==> config.mk <==
export PLATFORM = sky130hd
export DESIGN_NAME = comm_tx_fifo_flat
export DESIGN_NICKNAME = d
export VERILOG_FILES = /design/src/rtl/comm_tx_fifo_if.sv /design/src/rtl/comm_tx_fifo.sv /design/src/flat_wrapper.sv
export SDC_FILE = /design/constraint.sdc
export NUM_CORES = 1
export LEC_CHECK = 0
export BUFFER_PORTS_ARGS = -buffer_cell sky130_fd_sc_hd__buf_2
export CORE_MARGIN = 3
export CORE_UTILIZATION = 35
export DETAILED_ROUTE_END_ITERATION = 6
export GPL_TIMING_DRIVEN = 0
export PLACE_DENSITY = 0.53
export RECOVER_POWER = 100
export SLEW_MARGIN = 10
export SYNTH_ARGS = -nofsm -noshare
export SYNTH_HDL_FRONTEND = slang
export SYNTH_SLANG_ARGS = --single-unit
==> constraint.sdc <==
create_clock -name clk -period 8.6 [get_ports clk]
set_clock_uncertainty 0.2 [all_clocks]
set_input_delay 1.72 -clock clk [delete_from_list [all_inputs] [get_ports clk]]
set_output_delay 1.72 -clock clk [all_outputs]
set_load 0.05 [all_outputs]
==> src/rtl/comm_tx_fifo_if.sv <==
// -----------------------------------------------------------------------------
// comm_tx_fifo_if
// Bundles the write side (image_processing comm_data_out) and the read side
// (spi_interface spi_data_in) of the transmit byte FIFO.
//   flush     : synchronous clear of FIFO contents
//   wr_data   : byte to enqueue
//   wr_valid  : one-cycle write strobe
//   rd_req    : one-cycle request for the next byte
//   rd_data   : registered byte returned for each request
//   rd_valid  : one-cycle strobe, one cycle after rd_req
//   count     : occupancy 0..DEPTH
//   empty     : count == 0
//   full      : count == DEPTH
//   overflow  : sticky write-when-full flag (0 unless the option is built in)
// Modports: master = producer/consumer side, slave = FIFO.
// -----------------------------------------------------------------------------
interface comm_tx_fifo_if #(
    parameter int unsigned DEPTH = 16
) ();
    localparam int unsigned PTR_W = $clog2(DEPTH);

    logic             flush;
    logic [7:0]       wr_data;
    logic             wr_valid;
    logic             rd_req;
    logic [7:0]       rd_data;
    logic             rd_valid;
    logic [PTR_W:0]   count;
    logic             empty;
    logic             full;
    logic             overflow;

    modport master (
        output flush, wr_data, wr_valid, rd_req,
        input  rd_data, rd_valid, count, empty, full, overflow
    );

    modport slave (
        input  flush, wr_data, wr_valid, rd_req,
        output rd_data, rd_valid, count, empty, full, overflow
    );
endinterface

==> src/rtl/comm_tx_fifo.sv <==
// -----------------------------------------------------------------------------
// comm_tx_fifo
// Byte FIFO between the image_processing response path and the SPI transmit
// path. Every rd_req is answered one cycle later with a one-cycle rd_valid;
// when the FIFO is empty the answer is a pad byte so the SPI link never stalls.
// Ports:
//   clk      : system clock
//   reset_n  : asynchronous active-low reset
//   bus      : comm_tx_fifo_if.slave (flush, wr_*, rd_*, count, empty, full,
//              overflow)
// Parameters:
//   DEPTH    : entries, power of two 4..256
//   PAD_BYTE : byte returned on a read while empty
// Build option:
//   COMM_TX_FIFO_OVERFLOW_EN : enables the sticky overflow flag and an 8-bit
//   saturating drop counter, which replaces PAD_BYTE on empty reads while
//   overflow is set. Undefined: overflow is tied 0.
// -----------------------------------------------------------------------------
module comm_tx_fifo #(
    parameter int unsigned DEPTH    = 16,
    parameter logic [7:0]  PAD_BYTE = 8'hFF
) (
    input  logic            clk,
    input  logic            reset_n,
    comm_tx_fifo_if.slave   bus
);
    localparam int unsigned     PTR_W    = $clog2(DEPTH);
    localparam logic [PTR_W:0]  FULL_CNT = (PTR_W+1)'(DEPTH);

    logic [7:0]       mem_q [DEPTH];

    logic [PTR_W-1:0] wr_ptr_q, wr_ptr_d;
    logic [PTR_W-1:0] rd_ptr_q, rd_ptr_d;
    logic [PTR_W:0]   count_q,  count_d;
    logic [7:0]       rd_data_q, rd_data_d;
    logic             rd_valid_q, rd_valid_d;

    logic             empty_w, full_w;
    logic             do_wr, do_rd;
    logic [7:0]       pad_w;

`ifdef COMM_TX_FIFO_OVERFLOW_EN
    logic             overflow_q, overflow_d;
    logic [7:0]       drop_cnt_q, drop_cnt_d;
    logic             drop_w;
`endif

    always_comb begin
        empty_w = (count_q == '0);
        full_w  = (count_q == FULL_CNT);
        do_rd   = bus.rd_req && !empty_w && !bus.flush;
        // A read in the same cycle frees the slot, so a full FIFO still accepts.
        do_wr   = bus.wr_valid && (!full_w || bus.rd_req) && !bus.flush;
`ifdef COMM_TX_FIFO_OVERFLOW_EN
        drop_w  = bus.wr_valid && full_w && !bus.rd_req && !bus.flush;
        pad_w   = overflow_q ? drop_cnt_q : PAD_BYTE;
`else
        pad_w   = PAD_BYTE;
`endif
    end

    always_comb begin
        wr_ptr_d   = wr_ptr_q;
        rd_ptr_d   = rd_ptr_q;
        count_d    = count_q;
        rd_data_d  = rd_data_q;
        rd_valid_d = 1'b0;
`ifdef COMM_TX_FIFO_OVERFLOW_EN
        overflow_d = overflow_q;
        drop_cnt_d = drop_cnt_q;
`endif
        if (bus.flush) begin
            wr_ptr_d = '0;
            rd_ptr_d = '0;
            count_d  = '0;
`ifdef COMM_TX_FIFO_OVERFLOW_EN
            overflow_d = 1'b0;
            drop_cnt_d = '0;
`endif
        end else begin
            if (do_wr) begin
                wr_ptr_d = wr_ptr_q + PTR_W'(1);
            end
            if (do_rd) begin
                rd_ptr_d = rd_ptr_q + PTR_W'(1);
            end
            if (bus.rd_req) begin
                rd_valid_d = 1'b1;
                rd_data_d  = do_rd ? mem_q[rd_ptr_q] : pad_w;
            end
            case ({do_wr, do_rd})
                2'b10:   count_d = count_q + (PTR_W+1)'(1);
                2'b01:   count_d = count_q - (PTR_W+1)'(1);
                default: count_d = count_q;
            endcase
`ifdef COMM_TX_FIFO_OVERFLOW_EN
            if (drop_w) begin
                overflow_d = 1'b1;
                if (drop_cnt_q != 8'hFF) begin
                    drop_cnt_d = drop_cnt_q + 8'd1;
                end
            end
`endif
        end
    end

    always_ff @(posedge clk or negedge reset_n) begin
        if (!reset_n) begin
            wr_ptr_q   <= '0;
            rd_ptr_q   <= '0;
            count_q    <= '0;
            rd_data_q  <= '0;
            rd_valid_q <= 1'b0;
`ifdef COMM_TX_FIFO_OVERFLOW_EN
            overflow_q <= 1'b0;
            drop_cnt_q <= '0;
`endif
        end else begin
            wr_ptr_q   <= wr_ptr_d;
            rd_ptr_q   <= rd_ptr_d;
            count_q    <= count_d;
            rd_data_q  <= rd_data_d;
            rd_valid_q <= rd_valid_d;
`ifdef COMM_TX_FIFO_OVERFLOW_EN
            overflow_q <= overflow_d;
            drop_cnt_q <= drop_cnt_d;
`endif
        end
    end

    // Storage is deliberately not reset.
    always_ff @(posedge clk) begin
        if (do_wr) begin
            mem_q[wr_ptr_q] <= bus.wr_data;
        end
    end

    assign bus.rd_data  = rd_data_q;
    assign bus.rd_valid = rd_valid_q;
    assign bus.count    = count_q;
    assign bus.empty    = empty_w;
    assign bus.full     = full_w;
`ifdef COMM_TX_FIFO_OVERFLOW_EN
    assign bus.overflow = overflow_q;
`else
    assign bus.overflow = 1'b0;
`endif
endmodule

==> src/flat_wrapper.sv <==
// flat-port wrapper written by rule: the top's interface ports become plain ports
module comm_tx_fifo_flat 
#(
    parameter int unsigned DEPTH    = 16,
    parameter logic [7:0]  PAD_BYTE = 8'hFF
)
  (clk, reset_n, bus_flush, bus_wr_data, bus_wr_valid, bus_rd_req, bus_rd_data, bus_rd_valid, bus_count, bus_empty, bus_full, bus_overflow);
  comm_tx_fifo_if #(.DEPTH(DEPTH)) bus_i ();
  input  logic clk;
  input  logic reset_n;
  input wire logic [$bits(bus_i.flush)-1:0] bus_flush;
  input wire logic [$bits(bus_i.wr_data)-1:0] bus_wr_data;
  input wire logic [$bits(bus_i.wr_valid)-1:0] bus_wr_valid;
  input wire logic [$bits(bus_i.rd_req)-1:0] bus_rd_req;
  output wire logic [$bits(bus_i.rd_data)-1:0] bus_rd_data;
  output wire logic [$bits(bus_i.rd_valid)-1:0] bus_rd_valid;
  output wire logic [$bits(bus_i.count)-1:0] bus_count;
  output wire logic [$bits(bus_i.empty)-1:0] bus_empty;
  output wire logic [$bits(bus_i.full)-1:0] bus_full;
  output wire logic [$bits(bus_i.overflow)-1:0] bus_overflow;
  assign bus_i.flush = bus_flush;
  assign bus_i.wr_data = bus_wr_data;
  assign bus_i.wr_valid = bus_wr_valid;
  assign bus_i.rd_req = bus_rd_req;
  assign bus_rd_data = bus_i.rd_data;
  assign bus_rd_valid = bus_i.rd_valid;
  assign bus_count = bus_i.count;
  assign bus_empty = bus_i.empty;
  assign bus_full = bus_i.full;
  assign bus_overflow = bus_i.overflow;
  comm_tx_fifo #(.DEPTH(DEPTH), .PAD_BYTE(PAD_BYTE)) u_core (.clk(clk), .reset_n(reset_n), .bus(bus_i));
endmodule
# Yosys cells after proc, flatten, opt, wreduce, memory -nomap -nowiden

Memory sizes are Yosys's and may differ from the RTL's.
Cells that the tools add are included.

Bits of input ports: 13
Bits in writable memories: 128
Flip-flop bits (word level): 22
Word-level logic and storage cells: 38
Output and inout port bits: 17
Memories: 1

Bitwise gates (word level): 1
Eq/ne operators: 3
Add/subtract/negate cells: 4
Muxes and demuxes: 11
Reductions and logical operators: 13

Memories:

| memory       | words | width | rd ports | clocked after memory_dff | write ports | RTL line           | RTL |
|---|---|---|---|---|---|---|---|
| u_core.mem_q | 16    | 8     | 1        | 0                        | 1           | comm_tx_fifo.sv:30 | `logic [7:0] mem_q [DEPTH];` |

Operators by type and width:

| cell                                                                   | count |
|---|---|
| 4-bit 2-to-1 mux                                                       | 4 |
| 5-bit one-hot mux with 2 select lines                                  | 1 |
| 4-bit by 1-bit adder with 4-bit output (second input constant)         | 2 |
| 8-bit 2-to-1 mux                                                       | 1 |
| 5-bit by 1-bit adder with 5-bit output (second input constant)         | 1 |
| 5-bit equality test (second input constant)                            | 1 |
| 5-bit logical NOT                                                      | 1 |
| 5-bit 2-to-1 mux                                                       | 1 |
| 5-bit by 1-bit subtractor with 5-bit output (second input constant)    | 1 |
| 1-bit logical AND                                                      | 4 |
| 1-bit 2-to-1 mux                                                       | 4 |
| 2-bit nonzero test                                                     | 2 |
| 1-bit logical NOT                                                      | 3 |
| 3-bit nonzero test                                                     | 1 |
| 2-bit by 1-bit equality test with 1-bit output (second input constant) | 1 |
| 2-bit equality test (second input constant)                            | 1 |
| 2-bit AND reduction                                                    | 1 |
| 1-bit logical OR                                                       | 1 |
| 1-bit NOT                                                              | 1 |

# Logic depth before layout (Yosys ltp)

Depth in word-level cells: 8
Gate-level depth with buffers: 10
Gate-level depth less buffers: 9

# Worst setup path after synthesis

OpenSTA, ideal clock, no wires.

Path type: input port to flip-flop
From: input port bus_rd_req
To: register u_core.count_q[4], in the netlist u_core.bus.count[4]
Setup time: 0.070 ns
Data arrival time: 3.828 ns
Required time: 8.330 ns
Buffers on the path: 1
Path slack: 4.503 ns
Cell stages on the path: 10
Cell sequence: buf_4 > nor3b_1 > o21ai_4 > xnor2_1 > ha_1 > or3_2 > a21oi_1 > mux2i_1 > or4_1 > nand3_1

Cells in the longest elaborated chain, start to end: 6
Elaborated cells between the ends (all ways): 10
Those cells by class: 2 x eq/ne; 2 x mux; 6 x reduce/logical

RTL lines:

| what                                                                                         | RTL line            | RTL |
|---|---|---|
| from (decl)                                                                                  | flat_wrapper.sv:14  | `input wire logic [$bits(bus_i.rd_req)-1:0] bus_rd_req;` |
| 1-bit logical OR                                                                             | comm_tx_fifo.sv:53  | `do_wr = bus.wr_valid && (!full_w \|\| bus.rd_req) && !bus.flush;` |
| 1-bit logical AND (2 in a row)                                                               | comm_tx_fifo.sv:53  |  |
| 2-bit by 1-bit equality test with 1-bit output / 2-bit equality test (equally long branches) | comm_tx_fifo.sv:91  | `case ({do_wr, do_rd})` |
| 5-bit one-hot mux with 2 select lines                                                        | comm_tx_fifo.sv:91  |  |
| 5-bit 2-to-1 mux                                                                             | comm_tx_fifo.sv:72  | `if (bus.flush) begin` |
| to (signal assigned)                                                                         | comm_tx_fifo.sv:121 | `count_q <= count_d;` |
| to (decl)                                                                                    | comm_tx_fifo.sv:34  | `logic [PTR_W:0] count_q, count_d;` |

Parallel ways exist; a longest one is shown, timed or not.
A chain may end at the register's enable or synchronous reset.

# Worst setup path after layout

Same ends and word-level chain as after synthesis.

==> results.sh <==
export IMPL_outcome="complete, no violations"
export IMPL_cts_tree="done"
export IMPL_yosys_warnings=0
export IMPL_final_common_cell="edfxtp_1"
export IMPL_detail_route_antenna_nets=0
export IMPL_synth_cell_type_count=46
export IMPL_portBuffers=28
export IMPL_critPathKind="primary input to flop"
export IMPL_fin_nets=432
export IMPL_crit_required_ns=8.75
export IMPL_finalCritPeriodShare=0.486
export IMPL_cpLargestDelayFamily="simple AND/OR/NAND/NOR gates"
export IMPL_ys_seq_area_frac=0.715
export IMPL_finalSetupViolCount=0
export IMPL_max_cap_violations=0
export IMPL_clk_latency_ns=0.42
export IMPL_p_total_mw=2.05
export IMPL_critPathMaxStageDelay_ns=0.42
export IMPL_viasPerCell=5.21
export IMPL_die_y_microns=139
export IMPL_initial_core_util=0.364
export IMPL_hp_class="flop to flop"
export IMPL_synth_seq_cells=150
export IMPL_post_cts_resized=0
export IMPL_slowest_stage="or3_2"
export IMPL_clk_path_buf_depth=2
export IMPL_layout_common_cells="128 x edfxtp_1, 39 x clkbuf_1, 37 x nor2_1"
export IMPL_power_density_mw_per_mm2=291
export IMPL_finalWorstPathRequiredPeriod_ns=4.18
export IMPL_syn_area_per_cell_sq_um=16.8
export IMPL_dr_pass1_iters=4
export IMPL_place_hpwl_microns=8750
export IMPL_synth_largest_area_cell="edfxtp_1"
export IMPL_worstMarginPinSlew_ns=1.30
export IMPL_drt_wirelength_per_cell_microns=20.8
export IMPL_rows=47
export IMPL_path_cells="clkbuf_1, clkbuf_1, nor3b_1, o21ai_0, xnor2_1, ha_1, or3_2, a21oi_1, mux2i_1, or4_1, nand3_1"
export IMPL_crit_buf_inv=2
export IMPL_syn_cell_area_sq_mm=0.00615
export IMPL_antenna_found_initial=0
export IMPL_numClockSinks=150
export IMPL_syn_to_final_growth_pct=14.5
export IMPL_core_area_sq_mm=0.0169
export IMPL_htree_levels=4
export IMPL_synth_top_area_frac=0.625
export IMPL_wl_microns=13400
export IMPL_grt_usage=0.146
export IMPL_fin_tns_setup_ns=0
export IMPL_crit_arrival_ns=4.33
export IMPL_root_buffer="clkbuf_16"
export IMPL_leakagePower_nw=2.27
export IMPL_report_final_slew_viol_count=0
export IMPL_cp_start_kind="primary input"
export IMPL_rsz0062_at_grt="no"
export IMPL_grt_pass1_vias=3448
export IMPL_synth_async_sr_flop_share=0.147
export IMPL_drt_iter0_markers=269
export IMPL_die_area_sq_mm=0.0192
export IMPL_max_slew_margin_rel=0.126
export IMPL_vdd_ir_drop_max_uv=156
export IMPL_route_vias_total=3361
export IMPL_fmax_mhz=239
export IMPL_yosys_top_cells_area="edfxtp_1 63%, dfrtp_1 9.0%, mux4_2 8.8%"
export IMPL_diodes=0
export IMPL_numCtsBuffers=17
export IMPL_endpoint_kind="flop"
export IMPL_synth_edf_count=128
export IMPL_hold_ws_ns=0.319
export IMPL_post_cts_setup_buffers=0
export IMPL_pin_count=30
export IMPL_finalHoldViolations=0
export IMPL_fillers=1505
export IMPL_path_max_fanout=10
export IMPL_drive_above_1_share=0.167
export IMPL_fp_dieW_microns=139
export IMPL_place_gp_congestion=0.784
export IMPL_drc=0
export IMPL_netlist_instances=365
export IMPL_grt_pass1_wl_microns=20900
export IMPL_syn_nets=385
export IMPL_hold_buffers=0
export IMPL_ys_flop_type="edfxtp_1"
export IMPL_path_common_cell="clkbuf_1"
export IMPL_grt_overflow=0
export IMPL_grt_max_degree=23
export IMPL_path_clk_slew_ns=0.06
-- metal layers --
layer / GRT usage / routed length [microns] / part of all wire / vias to the layer above
met1: 0.209 / 6270 / 0.47 / 1740
li1: - / - / - / 1528
met5: 0 / 0 / 0 / -
met3: 0.0335 / 635 / 0.047 / 10
met4: 0.0484 / 176 / 0.013 / 0
met2: 0.223 / 6310 / 0.47 / 83
-- report_power, final --
group          leakage, nW  internal (mW)  total [mW]  switching, mW
Sequential            1.42          0.828       0.862         0.0336
Clock                0.262          0.376       0.683          0.307
Combinational        0.585          0.173       0.501          0.329
-- sequential cells by signal (all words and copies together) (netlist names) --
register             count
u_core.mem_q           128
u_core.rd_ptr_q          4
u_core.bus.count         5
u_core.bus.rd_valid      1
u_core.bus.rd_data       8
u_core.wr_ptr_q          4
-- metrics by stage --
stage                     setup WS (ns)   util  area (sq um)  instances
after detailed placement           4.25  0.389          6570        613
after CTS                          4.66  0.421          7110        645
after global placement             4.25  0.389          6560        613
after global routing               4.07  0.417          7040        645
final                              4.42  0.417          7040        645
after floorplan                    4.50      -          6150        365
-- final timing paths --
kind / cells past startpoint / startpoint / slack, ns / to
setup / recovery: 11 / bus_rd_req / 4.42 / u_core.bus.count[4]
min in group asynchronous: 1 / reset_n / 1.35 / u_core.bus.count[1]
hold reg to reg: 1 / u_core.bus.rd_data[6] / 0.32 / u_core.bus.rd_data[6]
hold / removal: 1 / u_core.bus.rd_data[6] / 0.32 / u_core.bus.rd_data[6]
max in group asynchronous: 1 / reset_n / 6.09 / u_core.wr_ptr_q[0]
setup reg to reg: 9 / u_core.bus.count[1] / 5.30 / u_core.bus.count[4]
-- cells by family (layout without fill, tap and decap cells) --
kind of cell / Yosys count / count (layout) / synth area share
fa+ha+maj: 7 / 7 / 0.0142
xor+xnor: 8 / 8 / 0.0114
compound gates: 47 / 47 / 0.0598
simple gates: 87 / 87 / 0.0674
other cells: 1 / 1 / 0.000610
mux: 38 / 38 / 0.111
flops: 150 / 150 / 0.715
buf+inv: 27 / 87 / 0.0206
-- cells in the mapped netlist (2+ instances only) --
| library cell | n |
|---|---|
| inv_1 | 7 |
| a21oi_1 | 11 |
| o32a_1 | 2 |
| nand3_1 | 4 |
| nand2b_1 | 3 |
| buf_4 | 4 |
| xor2_1 | 5 |
| ha_1 | 7 |
| buf_2 | 2 |
| a221oi_1 | 6 |
| and2_1 | 2 |
| nor2b_1 | 9 |
| mux4_2 | 24 |
| nand4_1 | 2 |
| buf_1 | 2 |
| nor2_1 | 37 |
| a31oi_1 | 2 |
| clkbuf_1 | 11 |
| dfrtp_1 | 22 |
| mux2_2 | 2 |
| a211oi_1 | 9 |
| xnor2_1 | 3 |
| o21ai_0 | 4 |
| a2111oi_0 | 6 |
| mux2i_1 | 12 |
| nand2_1 | 15 |
| edfxtp_1 | 128 |
| nor3_1 | 6 |
-- area by class of cell --
type | instances | area, sq um | share of cell area
plain buffers | 20 | 96.3 | 0.0137
well taps | 220 | 275 | 0.0391
repair buffers | 28 | 108 | 0.0153
inverters | 7 | 26.3 | 0.00373
clock buffers | 18 | 429 | 0.0610
clock inverters | 14 | 116 | 0.0165
flip-flops and latches | 150 | 4390 | 0.624
multi-input cells | 188 | 1600 | 0.227
Power figures use the tool's default switching activity.
